--- src/rtl/booth_pkg.sv ---
// booth_pkg: shared state/op encodings and iteration-count helpers for the radix-4 Booth controller
package booth_pkg;
   typedef enum logic [3:0] {
      S_IDLE, S_LOAD_A, S_LOAD_Q, S_DECODE, S_ADD_M, S_ADD_2M,
      S_SUB_M, S_SUB_2M, S_NOP, S_SHIFT, S_LAST_SHIFT, S_DONE
   } state_e;
   typedef enum logic [2:0] {OP_NOP, OP_ADD_M, OP_ADD_2M, OP_SUB_M, OP_SUB_2M} op_e;
   // Unsigned operands take one extra iteration to absorb the zero-extension bits
   function automatic int iter(int width, logic sgn);
      return sgn ? width / 2 : width / 2 + 1;
   endfunction
   function automatic int cnt_w(int width);
      return $clog2(width / 2 + 2);
   endfunction
endpackage

--- src/rtl/booth4_ctrl_param_if.sv ---
// booth4_ctrl_param_if: datapath-facing control/status bundle of the Booth controller
interface booth4_ctrl_param_if #(parameter int CNT_W = 3);
   logic start, mode_signed, abort, done_ack, q1, q0, q;
   logic load_a, load_q, add_en, sel_2m, sub, shift, out_en, done, busy;
   logic [CNT_W-1:0] cnt;
   modport master (
      output start, mode_signed, abort, done_ack, q1, q0, q,
      input load_a, load_q, add_en, sel_2m, sub, shift, out_en, done, busy, cnt
   );
   modport slave (
      input start, mode_signed, abort, done_ack, q1, q0, q,
      output load_a, load_q, add_en, sel_2m, sub, shift, out_en, done, busy, cnt
   );
endinterface

--- src/rtl/booth4_recoder.sv ---
// booth4_recoder: maps a radix-4 Booth triplet {q1,q0,q} to an operation code
module booth4_recoder
   import booth_pkg::*;
(
   input  logic [2:0] bits_i,
   output op_e        op_o
);
   always_comb
      op_o = (bits_i == 3'b011) ? OP_ADD_2M :
             (bits_i == 3'b100) ? OP_SUB_2M :
             (bits_i == 3'b001 || bits_i == 3'b010) ? OP_ADD_M :
             (bits_i == 3'b101 || bits_i == 3'b110) ? OP_SUB_M : OP_NOP;
endmodule

--- src/rtl/booth4_ctrl_param.sv ---
// booth4_ctrl_param: Moore FSM sequencing a radix-4 Booth multiplier datapath
module booth4_ctrl_param
   import booth_pkg::*;
#(
   parameter int WIDTH     = 8,
   parameter bit HOLD_DONE = 1'b0
) (
   input logic               clk,
   input logic               rst,
   booth4_ctrl_param_if.slave bus
);
   localparam int CNT_W = cnt_w(WIDTH);
   state_e           state_q, state_d;
   logic [CNT_W-1:0] cnt_q, cnt_d;
   logic             mode_q, mode_d;
   op_e              op;
   logic             last;
   booth4_recoder u_rec (.bits_i({bus.q1, bus.q0, bus.q}), .op_o(op));
   assign last = cnt_q == CNT_W'(iter(WIDTH, mode_q) - 1);
   always_ff @(posedge clk)
      if (rst) begin
         state_q <= S_IDLE;
         cnt_q   <= '0;
         mode_q  <= 1'b1;
      end else begin
         state_q <= state_d;
         cnt_q   <= cnt_d;
         mode_q  <= mode_d;
      end
   always_comb begin
      state_d = state_q;
      cnt_d   = cnt_q;
      mode_d  = mode_q;
      case (state_q)
         S_IDLE: if (bus.start) begin
            state_d = S_LOAD_A;
            mode_d  = bus.mode_signed;
         end
         S_LOAD_A: state_d = S_LOAD_Q;
         S_LOAD_Q: begin
            state_d = S_DECODE;
            cnt_d   = '0;
         end
         S_DECODE: state_d = (op == OP_ADD_M)  ? S_ADD_M  :
                             (op == OP_ADD_2M) ? S_ADD_2M :
                             (op == OP_SUB_M)  ? S_SUB_M  :
                             (op == OP_SUB_2M) ? S_SUB_2M : S_NOP;
         S_ADD_M, S_ADD_2M, S_SUB_M, S_SUB_2M, S_NOP: state_d = last ? S_LAST_SHIFT : S_SHIFT;
         S_SHIFT: begin
            state_d = S_DECODE;
            cnt_d   = cnt_q + CNT_W'(1);
         end
         S_LAST_SHIFT: state_d = S_DONE;
         S_DONE: state_d = (!HOLD_DONE || bus.done_ack) ? S_IDLE : S_DONE;
         default: state_d = S_IDLE;
      endcase
      // Abort beats every other transition and freezes the counter
      if (bus.abort && state_q != S_IDLE) begin
         state_d = S_IDLE;
         cnt_d   = cnt_q;
      end
   end
   assign bus.load_a = state_q == S_LOAD_A;
   assign bus.load_q = state_q == S_LOAD_Q;
   assign bus.add_en = state_q inside {S_ADD_M, S_ADD_2M, S_SUB_M, S_SUB_2M};
   assign bus.sel_2m = state_q inside {S_ADD_2M, S_SUB_2M};
   assign bus.sub    = state_q inside {S_SUB_M, S_SUB_2M};
   assign bus.shift  = state_q inside {S_SHIFT, S_LAST_SHIFT};
   assign bus.out_en = state_q == S_DONE;
   assign bus.done   = state_q == S_DONE;
   assign bus.busy   = state_q != S_IDLE;
   assign bus.cnt    = cnt_q;
endmodule

--- src/flat_wrapper.sv ---
// flat-port wrapper written by rule: the top's interface ports become plain ports
module booth4_ctrl_param_flat import booth_pkg::*;
#(
   parameter int WIDTH     = 8,
   parameter bit HOLD_DONE = 1'b0
)
  (clk, rst, bus_start, bus_mode_signed, bus_abort, bus_done_ack, bus_q1, bus_q0, bus_q, bus_load_a, bus_load_q, bus_add_en, bus_sel_2m, bus_sub, bus_shift, bus_out_en, bus_done, bus_busy, bus_cnt);
  booth4_ctrl_param_if #(.CNT_W(booth_pkg::cnt_w(8))) bus_i ();
  input logic clk;
  input logic rst;
  input wire logic [$bits(bus_i.start)-1:0] bus_start;
  input wire logic [$bits(bus_i.mode_signed)-1:0] bus_mode_signed;
  input wire logic [$bits(bus_i.abort)-1:0] bus_abort;
  input wire logic [$bits(bus_i.done_ack)-1:0] bus_done_ack;
  input wire logic [$bits(bus_i.q1)-1:0] bus_q1;
  input wire logic [$bits(bus_i.q0)-1:0] bus_q0;
  input wire logic [$bits(bus_i.q)-1:0] bus_q;
  output wire logic [$bits(bus_i.load_a)-1:0] bus_load_a;
  output wire logic [$bits(bus_i.load_q)-1:0] bus_load_q;
  output wire logic [$bits(bus_i.add_en)-1:0] bus_add_en;
  output wire logic [$bits(bus_i.sel_2m)-1:0] bus_sel_2m;
  output wire logic [$bits(bus_i.sub)-1:0] bus_sub;
  output wire logic [$bits(bus_i.shift)-1:0] bus_shift;
  output wire logic [$bits(bus_i.out_en)-1:0] bus_out_en;
  output wire logic [$bits(bus_i.done)-1:0] bus_done;
  output wire logic [$bits(bus_i.busy)-1:0] bus_busy;
  output wire logic [$bits(bus_i.cnt)-1:0] bus_cnt;
  assign bus_i.start = bus_start;
  assign bus_i.mode_signed = bus_mode_signed;
  assign bus_i.abort = bus_abort;
  assign bus_i.done_ack = bus_done_ack;
  assign bus_i.q1 = bus_q1;
  assign bus_i.q0 = bus_q0;
  assign bus_i.q = bus_q;
  assign bus_load_a = bus_i.load_a;
  assign bus_load_q = bus_i.load_q;
  assign bus_add_en = bus_i.add_en;
  assign bus_sel_2m = bus_i.sel_2m;
  assign bus_sub = bus_i.sub;
  assign bus_shift = bus_i.shift;
  assign bus_out_en = bus_i.out_en;
  assign bus_done = bus_i.done;
  assign bus_busy = bus_i.busy;
  assign bus_cnt = bus_i.cnt;
  booth4_ctrl_param #(.WIDTH(WIDTH), .HOLD_DONE(HOLD_DONE)) u_core (.clk(clk), .rst(rst), .bus(bus_i));
endmodule
--- config.mk ---
export PLATFORM = sky130hd
export DESIGN_NAME = booth4_ctrl_param_flat
export DESIGN_NICKNAME = d
export VERILOG_FILES = /design/src/rtl/booth_pkg.sv /design/src/rtl/booth4_ctrl_param_if.sv /design/src/rtl/booth4_recoder.sv /design/src/rtl/booth4_ctrl_param.sv /design/src/flat_wrapper.sv
export SDC_FILE = /design/constraint.sdc
export NUM_CORES = 1
export LEC_CHECK = 0
export CAP_MARGIN = 20
export CORE_MARGIN = 2
export CORE_UTILIZATION = 30
export CTS_BUF_LIST = sky130_fd_sc_hd__clkbuf_4
export DETAILED_ROUTE_END_ITERATION = 8
export GPL_TIMING_DRIVEN = 0
export SYNTH_ARGS = -nofsm -noshare
export SYNTH_HDL_FRONTEND = slang
export SYNTH_SLANG_ARGS = --single-unit
export TNS_END_PERCENT = 1
--- constraint.sdc ---
create_clock -name clk -period 1.5 [get_ports clk]
set_input_delay 0.3 -clock clk [delete_from_list [all_inputs] [get_ports clk]]
set_output_delay 0.3 -clock clk [all_outputs]
set_load 0.02 [all_outputs]
Yosys cells after proc, flatten, opt, wreduce, memory -nomap -nowiden
Index checks and enable logic that the tools add are counted.

operators by class
  $add $sub $neg = 2
  equality and inequality tests = 23
  mux-type cells = 13
  bitwise logic cells = 1
  reduce and logical (&&, ||, !) cells = 15

operators by type and width
  kind                   number
  $pmux W4 S6            1
  $mux W4                5
  $eq A4 B3 Y1 const B   4
  $eq A4 B4 Y1 const B   4
  $eq A3 B2 Y1 const B   4
  $eq A3 B3 Y1 const B   4
  $eq A4 B2 Y1 const B   2
  $reduce_bool A2 Y1     4
  $reduce_bool A4 Y1     2
  $eq A3 B1 Y1 const B   2
  $mux W2                3
  $mux W3                2
  $pmux W3 S2            1
  $reduce_or A5 Y1       1
  $eq A4 B1 Y1 const B   1
  $logic_not A4 Y1       1
  $reduce_and A2 Y1      2
  $reduce_or A2 Y1       2
  $add A3 B1 Y3 const B  1
  $eq A3 B3 Y1           1
  $sub A3 B2 Y3 const B  1
  $logic_or A1 B1 Y1     2
  $ne A2 B2 Y1 const B   1
  $logic_and A1 B1 Y1    1
  other kinds (2)        2

storage, ports and cells
  bits in registers = 8
  bits of input ports = 9
  output and inout bits = 12
  logic and storage cells = 57

Longest topological paths before layout
  depth in word-level cells = 12
  gate-level depth with buffers = 6
  depth with buffers taken out = 6

By module
From an unflattened synthesis, not the netlist that was laid out.

unflattened totals
  cell total of the unflattened synthesis = 85
  area, all modules = 656.9 um2

modules (own cells, without submodules)
  module             instances  cells each  area an instance (um2)  sequential area each (um2)
  booth4_ctrl_param  1          74          565.5                   160.2
  booth4_recoder     1          11          91.3                    0.0

Worst setup path after synthesis
No wires, ideal clock.

  path kind = register -> output
  from = reg u_core.state_q[2]
  to = out bus_sel_2m
  data arrival time = 1.373 ns
  slack = -0.173 ns
  cell stages (with the launch flop) = 4
  buffers on the path = 1
  path through = dfxtp_1 clkbuf_1 nor2b_1 and2_1

on the way
  cells in the longest elaborated chain, start to end = 2

RTL lines
  what                      line                     text
  start: declaration        booth4_ctrl_param.sv:13  state_e state_q, state_d;
  start signal: assignment  booth4_ctrl_param.sv:26  state_q <= state_d;
  $eq A4 B3 Y1              booth4_ctrl_param.sv:66  assign bus.sel_2m = state_q inside {S_ADD_2M, S_SUB_2M};
  $reduce_bool A2 Y1 *      booth4_ctrl_param.sv:66
  end: declaration          flat_wrapper.sv:21       output wire logic [$bits(bus_i.sel_2m)-1:0] bus_sel_2m;

Every way passes the cells marked *; elsewhere a longest branch is shown, timed or not.

Worst setup path in the final report
  from = reg u_core.state_q[0]
  to = out bus_busy

on the way
  cells in the longest elaborated chain, start to end = 1

RTL lines
  what                line                     text
  $reduce_bool A4 Y1  booth4_ctrl_param.sv:71  assign bus.busy = state_q != S_IDLE;
  end: declaration    flat_wrapper.sv:26       output wire logic [$bits(bus_i.busy)-1:0] bus_busy;

Every way passes these cells.

==> results.toml <==
[outcome]
status = "finished with violations"
violations = "negative setup slack"

[route]
routed_via_density = 5.30
post_drt_wl_per_cell_microns = 12.9
wl_met2_microns = 992
drt-pass1-iter-count = 4
vias = 753
drc = 0
drt_iter0_markers = 9
highest_layer = "met4"
routed_wl_microns = 1830
met3_length_microns = 65
ant_nets = 0
wl_met1_microns = 748

[floorplan]
dieWidth_microns = 51.4
start_util_pct = 31.0
core-area_sq_um = 2170
die_area_sq_um = 2640
rows = 17
ios = 21
die_h_microns = 51.4

[logic_synthesis]
netlist_area_sq_um = 673
synth_edf_count = 0
syn_avg_cell_area_sq_um = 7.56
ys_seq_area_share_pct = 23.8
synth_adder_area_share_pct = 9.29
synthesis.nets = 103
yosys.area_share.xor_xnor_pct = 1.30
syn_inst = 89
synth.mux.area_fraction_pct = 4.65
synth_top_family_by_area = "simple AND/OR/NAND/NOR gates"
ys_ff_latch = 8
dominantRegCellSynth = "dfxtp_1"
synth_cell_type_count = 34
yosysWarnings = 0
async_flop_share_pct = 0
yosys.area_share.simple_pct = 32.0
synth-compound-area-share_pct = 20.8

[grt]
overflow = 0
antenna_found_initial = 0
grt_first_pass_wirelength_microns = 2840
grt_usage_pct = 14.0
grt_start_max_net_pins = 11
grt_pass1_vias = 693

[final_layout]
finalNonFillerCells = 142
multi_input_area_sq_um = 549
regArea_sq_um = 168
layout-drive-gt1-share_pct = 36.0
nets = 130
fin_area_sq_um = 1070
synthToLayoutAreaGrowth_pct = 58.4
fillers = 225
n_antenna_cell = 0

[clock_tree]
cts_max_path_buffers = 2
cts_buffers = 3
cts_tree = "done"
cts_max_level = 1
path_clk_slew_ns = 0.05
cts-root-buf = "clkbuf_4"
clock_latency_ns = 0.25
cts_hold_buf = 0
cts_sinks = 8

[timing]
hold-worst-slack_ns = 0.454
hold_violations = 0
worstMarginPinSlew_ns = 0.382
finClkSkew_ns = 0.00129
drv_slew = 0
max_freq_mhz = 626
worst_slack_ns = -0.0975
rsz0062_at_grt = "yes"
period_share_pct = 107
setup_viol = 5
finalCriticalPeriod_ns = 1.60
slew_headroom_pct = 74.2

[pwr]
worst_ir_drop_vdd_mv = 0.269
p_clk_share_pct = 25.4
p_sw_share_pct = 31.5
cellInternalPower_mw = 0.432
power_leakage_nw = 0.446
pwr-share-seq_pct = 38.4
p_sw_mw = 0.198
p_comb_share_pct = 36.1
power_density_nw_per_um2 = 591

[placed_design]
io_buffers = 19
post_dp_cell_area_sq_um = 902
place_inst = 136
post-place-ws_ns = -0.602
place_congestion = 0.814
hpwl_microns = 1230

[worst_hold_path]
hold_class = "in2reg"

[critical_path]
crit_fanout = 5
start_kind = "register"
crit_chain = "or4_4 -> buf_6"
path_delay_family = "simple AND/OR/NAND/NOR gates"
cp.arrival_ns = 1.30
cp.required_ns = 1.20
path_buf_inv = 1
critPathSlowestCell = "or4_4"
crit_type = "reg2out"
endpoint_kind = "primary output"
max_stage_delay_ns = 0.55

[job]
max_cap_viol_count = 0
==> registers in the layout, indices dropped and copies added, names as in the netlist <==
signal,cells
u_core.bus.cnt,3
u_core.mode_q,1
u_core.state_q,4
==> cell families after synthesis <==
| logic type | after synthesis |
|---|---|
| AO/OA/AOI/OAI | 22 |
| XOR/XNOR | 1 |
| adder cells (fa/ha/maj) | 5 |
| buffers and inverters | 13 |
| flip-flops | 8 |
| multiplexers | 3 |
| AND/OR/NAND/NOR | 37 |
==> power by group through the flow <==
stage                     registers [mW]  logic (mW)  clock network, mW
after floorplan                    0.233       0.115                  0
after global placement             0.234       0.179                  0
after detailed placement           0.235       0.184                  0
after CTS                          0.239       0.214              0.166
after global routing               0.243       0.245              0.174
final                              0.242       0.228              0.160
==> stage by stage <==
| step | power (mW) | util [%] | setup TNS [ns] |
|---|---|---|---|
| 6_report | 0.630 | 49.1 | -0.177 |
| 5_1_grt | 0.662 | 49.1 | -0.581 |
| 4_1_cts | 0.619 | 46.8 | -0.298 |
| 3_5_place_dp | 0.419 | 41.6 | -5.80 |
| 3_3_place_gp | 0.414 | 41.6 | -5.61 |
| 2_1_floorplan | 0.347 | - | -0.0568 |
==> worst paths after layout <==
path	from	end	slack, ns	cells after the start
setup reg to reg	u_core.state_q[0]$_SDFFE_PP0P_	u_core.state_q[1]$_SDFFE_PP0P_	0.04	3
hold reg to reg	u_core.bus.cnt[1]$_SDFFE_PP0P_	u_core.bus.cnt[1]$_SDFFE_PP0P_	0.56	2
hold / removal	bus_abort	u_core.state_q[2]$_SDFFE_PP0P_	0.45	2
setup / recovery	u_core.state_q[0]$_SDFFE_PP0P_	bus_busy	-0.1	2
==> timing repair <==
| action | 4_1_cts | 5_1_grt |
|---|---|---|
| setup buffers | 4 | 1 |
| resized for setup | 78 | 13 |
| pin swaps | 3 | 2 |
| endpoints found under the setup margin | 17 | 14 |
==> metal layers <==
layer,global-route usage [%],vias up
met2,25.9,18
li1,-,375
met4,7.46,0
met5,0,-
met1,14.6,358
met3,2.63,2
==> area by class of cell <==
| class | instances | share of cell area, % |
|---|---|---|
| buffer | 4 | 4.93 |
| clock buffer | 3 | 2.11 |
| inverter | 7 | 2.46 |
| multi-input combinational | 68 | 51.5 |
| sequential | 8 | 15.7 |
| tap | 28 | 3.29 |
| timing repair buffer | 24 | 20.0 |
==> synthesized netlist by cell type (2+ instances only) <==
cell / n / area (sq um)
dfxtp_1: 8 / 160
inv_1: 7 / 26.3
a21oi_1: 6 / 30.0
nor2_1: 6 / 22.5
o21ai_0: 6 / 30.0
ha_1: 5 / 62.6
nor3_1: 5 / 25.0
nand2b_1: 4 / 25.0
or3_1: 4 / 25.0
and2_1: 3 / 18.8
clkbuf_1: 3 / 11.3
nand2_1: 3 / 11.3
nor2b_1: 3 / 18.8
and3_1: 2 / 12.5
buf_2: 2 / 10.0
mux2i_1: 2 / 20.0
o311ai_0: 2 / 17.5
o31ai_1: 2 / 15.0
==> layout by cell type, fill, tap and decap left out, types with 3 or more instances in the layout <==
master           instances
ha_1                     4
clkdlybuf4s50_1          4
inv_1                    5
nand2_1                  3
dfxtp_2                  3
dlygate4sd2_1            3
or3_1                    4
nor2_1                   6
a21oi_1                  6
nand2b_1                 3
dfxtp_1                  4
buf_4                    7
and2_1                   3
clkbuf_8                 3
clkbuf_4                 3
buf_6                    6
o21ai_0                  6
(Power assumes the default switching activity.)
